**config.mk**
```make
export PLATFORM = sky130hd
export DESIGN_NAME = rf_wb_arbiter
export DESIGN_NICKNAME = d
export VERILOG_FILES = /design/src/rtl/rf_wb_arbiter_pkg.sv /design/src/rtl/rf_wb_arbiter_rr_arbiter.sv /design/src/rtl/rf_wb_arbiter.sv
export SDC_FILE = /design/constraint.sdc
export NUM_CORES = 1
export LEC_CHECK = 0
export CAP_MARGIN = 25
export CORE_UTILIZATION = 41
export DETAILED_ROUTE_END_ITERATION = 10
export GPL_TIMING_DRIVEN = 0
export PLACE_DENSITY_LB_ADDON = 0.12
export SLEW_MARGIN = 40
export SYNTH_ARGS = -nofsm -noshare
export SYNTH_HDL_FRONTEND = slang
export SYNTH_SLANG_ARGS = --single-unit
```
**constraint.sdc**
```tcl
create_clock -name clk -period 6.35 [get_ports clk]
set_input_delay 1.905 -clock clk [delete_from_list [all_inputs] [get_ports clk]]
set_output_delay 1.905 -clock clk [all_outputs]
set_load 0.02 [all_outputs]
```
**src/rtl/rf_wb_arbiter_pkg.sv**
```systemverilog
// Shared register-file writeback definitions: widths, requester indices and defaults.
package rf_pkg;
    localparam int XLEN   = 32;
    localparam int NREG   = 16;
    localparam int REG_AW = 4;
    localparam int NREQ   = 3;
    localparam int CNT_W  = 16;

    localparam int REQ_ALU = 0;
    localparam int REQ_LSU = 1;
    localparam int REQ_MDU = 2;
endpackage

```
**src/rtl/rf_wb_arbiter_rr_arbiter.sv**
```systemverilog
// Round-robin one-hot grant with a pointer that advances past the winner on every transfer.
module rr_arbiter #(
    parameter int NREQ = rf_pkg::NREQ
) (
    input  logic            clk,
    input  logic            rst,
    input  logic            hold,
    input  logic [NREQ-1:0] req_valid,
    output logic [NREQ-1:0] grant
);
    import rf_pkg::*;

    localparam int PW = (NREQ > 1) ? $clog2(NREQ) : 1;

    logic [PW-1:0] ptr;
    logic [PW-1:0] win;
    logic [PW-1:0] win_next;
    logic [PW:0]   slot;
    logic [PW:0]   win_inc;
    logic          found;

    // Search upward from the pointer with wrap-around; first valid requester wins.
    always_comb begin
        grant = '0;
        win   = '0;
        found = 1'b0;
        slot  = '0;
        if (!rst && !hold) begin
            for (int k = 0; k < NREQ; k++) begin
                slot = {1'b0, ptr} + (PW+1)'(k);
                if (slot >= (PW+1)'(NREQ)) begin
                    slot = slot - (PW+1)'(NREQ);
                end
                if (!found && req_valid[slot[PW-1:0]]) begin
                    grant[slot[PW-1:0]] = 1'b1;
                    win                 = slot[PW-1:0];
                    found               = 1'b1;
                end
            end
        end
    end

    assign win_inc  = {1'b0, win} + (PW+1)'(1);
    assign win_next = (win_inc == (PW+1)'(NREQ)) ? '0 : win_inc[PW-1:0];

    // A grant is only ever issued to a valid requester, so found means a transfer.
    always_ff @(posedge clk) begin
        if (rst) begin
            ptr <= '0;
        end else if (found) begin
            ptr <= win_next;
        end
    end
endmodule

```
**src/rtl/rf_wb_arbiter.sv**
```systemverilog
// Register-file write-port arbiter: round-robin grant, registered write stage, pending mask.
// Optional conflict statistics counter enabled by defining RF_WB_ARBITER_STATS_EN.
module rf_wb_arbiter #(
    parameter int XLEN = rf_pkg::XLEN,
    parameter int NREQ = rf_pkg::NREQ,
    parameter int NREG = rf_pkg::NREG
) (
    input  logic                 clk,
    input  logic                 rst,
    input  logic                 hold,
    input  logic [NREQ-1:0]      req_valid,
    input  logic [NREQ*4-1:0]    req_rd,
    input  logic [NREQ*XLEN-1:0] req_wd,
    output logic [NREQ-1:0]      req_ready,
    output logic                 rf_we,
    output logic [3:0]           rf_rd,
    output logic [XLEN-1:0]      rf_wd,
    output logic [NREG-1:0]      pend_mask,
    output logic [15:0]          conflict_cnt
);
    import rf_pkg::*;

    logic [NREQ-1:0]   grant;
    logic              xfer;
    logic [REG_AW-1:0] sel_rd;
    logic [XLEN-1:0]   sel_wd;

    rr_arbiter #(.NREQ(NREQ)) u_rr (
        .clk       (clk),
        .rst       (rst),
        .hold      (hold),
        .req_valid (req_valid),
        .grant     (grant)
    );

    assign req_ready = grant;
    assign xfer      = |grant;

    // One-hot grant selects the winning destination and data.
    always_comb begin
        sel_rd = '0;
        sel_wd = '0;
        for (int i = 0; i < NREQ; i++) begin
            if (grant[i]) begin
                sel_rd = req_rd[REG_AW*i +: REG_AW];
                sel_wd = req_wd[XLEN*i +: XLEN];
            end
        end
    end

    // Output stage: writes to x0 are accepted but never reach the register file.
    always_ff @(posedge clk) begin
        if (rst) begin
            rf_we <= 1'b0;
            rf_rd <= '0;
            rf_wd <= '0;
        end else begin
            rf_we <= xfer && (sel_rd != '0);
            if (xfer) begin
                rf_rd <= sel_rd;
                rf_wd <= sel_wd;
            end
        end
    end

    always_comb begin
        pend_mask = '0;
        if (rf_we) begin
            pend_mask[rf_rd] = 1'b1;
        end
    end

`ifdef RF_WB_ARBITER_STATS_EN
    logic [CNT_W-1:0] conflict_q;
    logic             multi;

    // Two or more bits set iff clearing the lowest set bit leaves something.
    assign multi = |(req_valid & (req_valid - NREQ'(1)));

    always_ff @(posedge clk) begin
        if (rst) begin
            conflict_q <= '0;
        end else if (multi && (conflict_q != {CNT_W{1'b1}})) begin
            conflict_q <= conflict_q + CNT_W'(1);
        end
    end

    assign conflict_cnt = conflict_q;
`else
    assign conflict_cnt = '0;
`endif
endmodule
```
==> summary.md <==
| Metric | Value |
|---|---|
| Synth Register Bits | 39 |
| Avg Vias per Cell | 5.02 |
| Highest clock rate | 161 MHz |
| Area growth from synthesis to final layout | 63.4% |
| Number of distinct library cells after synthesis | 58 |
| Register-to-Register Path Depth | 11 |
| Starting utilization of the core area | 0.424 |
| Maximum fanout count along the critical path | 19 |
| Clock sinks | 39 |
| Netlist area before placement | 3060 um2 |
| Hold buffer count at CTS | 0 |
| Post-synth top area share | 0.255 |
| Final critical delay including setup and external delays | 6.20 ns |
| Cell at the root of the clock tree | sky130_fd_sc_hd__clkbuf_8 |
| Worst reg2reg setup slack | 3.63 ns |
| Finish-stage setup viols | 0 |
| Top_reg_cell synth | sky130_fd_sc_hd__dfxtp_1 |
| Proportion of register bits with asynchronous set or reset after synthesis | 0 |
| Via total after detailed routing | 2,902 |
| TritonCTS clock tree | built |
| Worst Setup End Kind | output pin |
| Reg2reg start | u_rr.ptr[0] |
| Beginning of the critical path | req_valid[0] |
| Number of enable flip-flop cells after synthesis | 0 |
| 1st-iter DRT viols | 60 |
| Die area | 7810 um2 |
| Largest area contributor in the netlist | sky130_fd_sc_hd__dfxtp_1 |
| Worst-Margin Slew | 0.618 ns |
| Height of the chip | 88.4 um |
| DRT Wirelength | 8.76 mm |
| Overall Power | 0.921 mW |
| Die extent in x | 88.4 um |
| Commonest cells after routing, fill and taps aside | sky130_fd_sc_hd__clkdlybuf4s50_1, sky130_fd_sc_hd__dfxtp_1, sky130_fd_sc_hd__nor2_1, sky130_fd_sc_hd__a221oi_2 |
| Critical Path Start Type | input port |
| Source-to-sink clock delay at the later pin of the worst-skew pair | 0.30 ns |
| Number of antenna violations at the first check in global routing | 0 |
| Most common library cell in the layout ignoring fill and taps | sky130_fd_sc_hd__clkdlybuf4s50_1 |
| I/O pins | 186 |
| Number of instances resized during post-cts repair | 1 |
| Remaining routing DRC violations | 0 |
| WP data arrival | 4.30 ns |
| Post-CTS setup-driven buffer insertion count | 0 |
| Yosys warns | 0 |
| Reg2reg end | rf_we |
| Number of port buffers | 166 |
| Hold Path Origin | rf_wd[13] |
| Cell count after placement | 572 |
| Pleak | 1.91 nW |
| Antenna cells | 0 |
| First-pass GRT wire length | 13.0 mm |
| Status | complete, no violations |
| Area contributors post-synth | sky130_fd_sc_hd__dfxtp_1, sky130_fd_sc_hd__a221oi_2, sky130_fd_sc_hd__o2bb2ai_2 |
| Data required, critical path | 4.45 ns |
| Finished Core Util | 0.693 |
| Average routed wire per standard cell | 15.1 um |
| Total routing usage reported by global routing | 0.213 |
| Worst clock skew | 0.00304 ns |
| Maximum level of the CTS H-tree | 2 |
| Critical Path End | req_ready[1] |
| Number of global-route vias before repair | 2,702 |
| Final estimated routing congestion in global placement | 0.876 |
| CTS clk-pin slew, worst paths | 0.07 ns |
| Fin crit share | 0.976 |
| Row count | 31 |
| HPWL after DPL | 6.87 mm |
| Router iterations before antenna repair | 4 |
| Post-Synthesis Mean Instance Area | 10.5 um2 |
| Power density over cell area | 184 nW/um2 |
| Unrepaired setup endpoints after global routing | no |
| HP Class | register to register |
| Register area share after synthesis | 0.255 |
| Maximum number of buffers from clock root to sink | 2 |
| Final #Nets | 597 |
| Largest net degree at the start of global routing | 20 |
| Max-cap viol count | 0 |
| Count of antenna-violating nets left after detailed routing | 0 |
| Setup CP Type | input port to output pin |
| Number of buffers created by CTS | 5 |
| IR Drop Worst-Case VDD | 108 uV |
| Count of placed standard cells in the final layout, fillers left out | 578 |
| Core region area | 7210 um2 |
| Share of post-route cells with drive strength above 1 | 0.280 |
| Worst slew margin | 0.588 |
| Cell count after synthesis | 292 |
| Max Transition Viols Final | 0 |
| Residual overflow from global routing | 0 |
| Number of hold violations in the final report | 0 |
-- synth_stat cells, drive strengths merged (2+ instances only) --
library cell,instances
nor2b,3
a21oi,15
and2,5
nand2,5
a21o,5
ha,4
nor4bb,2
mux2i,3
clkbuf,7
o21ai,8
o2bb2ai,17
nor2,40
nand3,5
dfxtp,39
or2,2
nand2b,3
nor4,2
o21a,2
inv,5
a221oi,32
buf,36
nand4,2
o22ai,14
nand3b,4
nor3,18
-- worst min-delay path by stage --
stage / to / slack [ns] / cells after the start
2_1_floorplan: u_rr.ptr[0] / 0.52 / 2
3_3_place_gp: rf_wd[17] / 0.46 / 1
3_5_place_dp: rf_wd[16] / 0.46 / 1
4_1_cts: rf_wd[16] / 0.47 / 1
5_1_grt: rf_wd[8] / 0.48 / 1
6_report: rf_wd[13] / 0.47 / 1
-- final cells by class --
| cell class | count | area (um2) |
|---|---|---|
| well taps | 99 | 124 |
| clock inverters | 1 | 30.0 |
| inverters | 5 | 21.3 |
| repair buffers | 166 | 1660 |
| multi-input cells | 219 | 1870 |
| flip-flops and latches | 39 | 781 |
| plain buffers | 43 | 435 |
| fillers | 569 | 2220 |
| clock buffers | 6 | 72.6 |
-- stage by stage --
| stage | hold slack (ns) | setup WS (ns) | TNS [ns] | area [um2] |
|---|---|---|---|---|
| 3_3_place_gp | 0.458 | -0.0938 | -0.179 | 4900 |
| 5_1_grt | 0.484 | 0.0193 | 0 | 5000 |
| 4_1_cts | 0.475 | 0.145 | 0 | 5000 |
| 2_1_floorplan | 0.519 | 1.18 | 0 | 3110 |
| 3_5_place_dp | 0.461 | -0.123 | -0.232 | 4900 |
| 6_report | 0.472 | 0.150 | 0 | 5000 |
-- registers in the layout, summed over array words and instances (netlist names) --
register  count
rf_rd         4
rf_wd        32
rf_we         1
u_rr.ptr      2
-- logic make-up after synthesis --
kind of cell / share of synthesized area
flops: 0.255
compound gates: 0.364
mux: 0.0147
simple gates: 0.194
fa+ha+maj: 0.0196
other cells: 0.00123
buf+inv: 0.151
-- worst max-delay path, cell delays in order --
cell and delay (ns):
sky130_fd_sc_hd__clkdlybuf4s50_1 0.56, sky130_fd_sc_hd__mux2_4 0.37, sky130_fd_sc_hd__mux2i_1 0.13, sky130_fd_sc_hd__o21a_2 0.22
sky130_fd_sc_hd__a21oi_1 0.20, sky130_fd_sc_hd__buf_6 0.26, sky130_fd_sc_hd__clkdlybuf4s50_1 0.64
-- power by group --
| group | internal (mW) | total (mW) | switching (mW) |
|---|---|---|---|
| Sequential | 0.280 | 0.308 | 0.0276 |
| Combinational | 0.224 | 0.411 | 0.188 |
| Clock | 0.115 | 0.202 | 0.0866 |
-- metal layers --
metal / global-route usage / part of all wire
met1: 0.255 / 0.42
met2: 0.368 / 0.48
met3: 0.0653 / 0.086
met4: 0.0572 / 0.017
met5: 0 / 0
(Power assumes the default switching activity.)
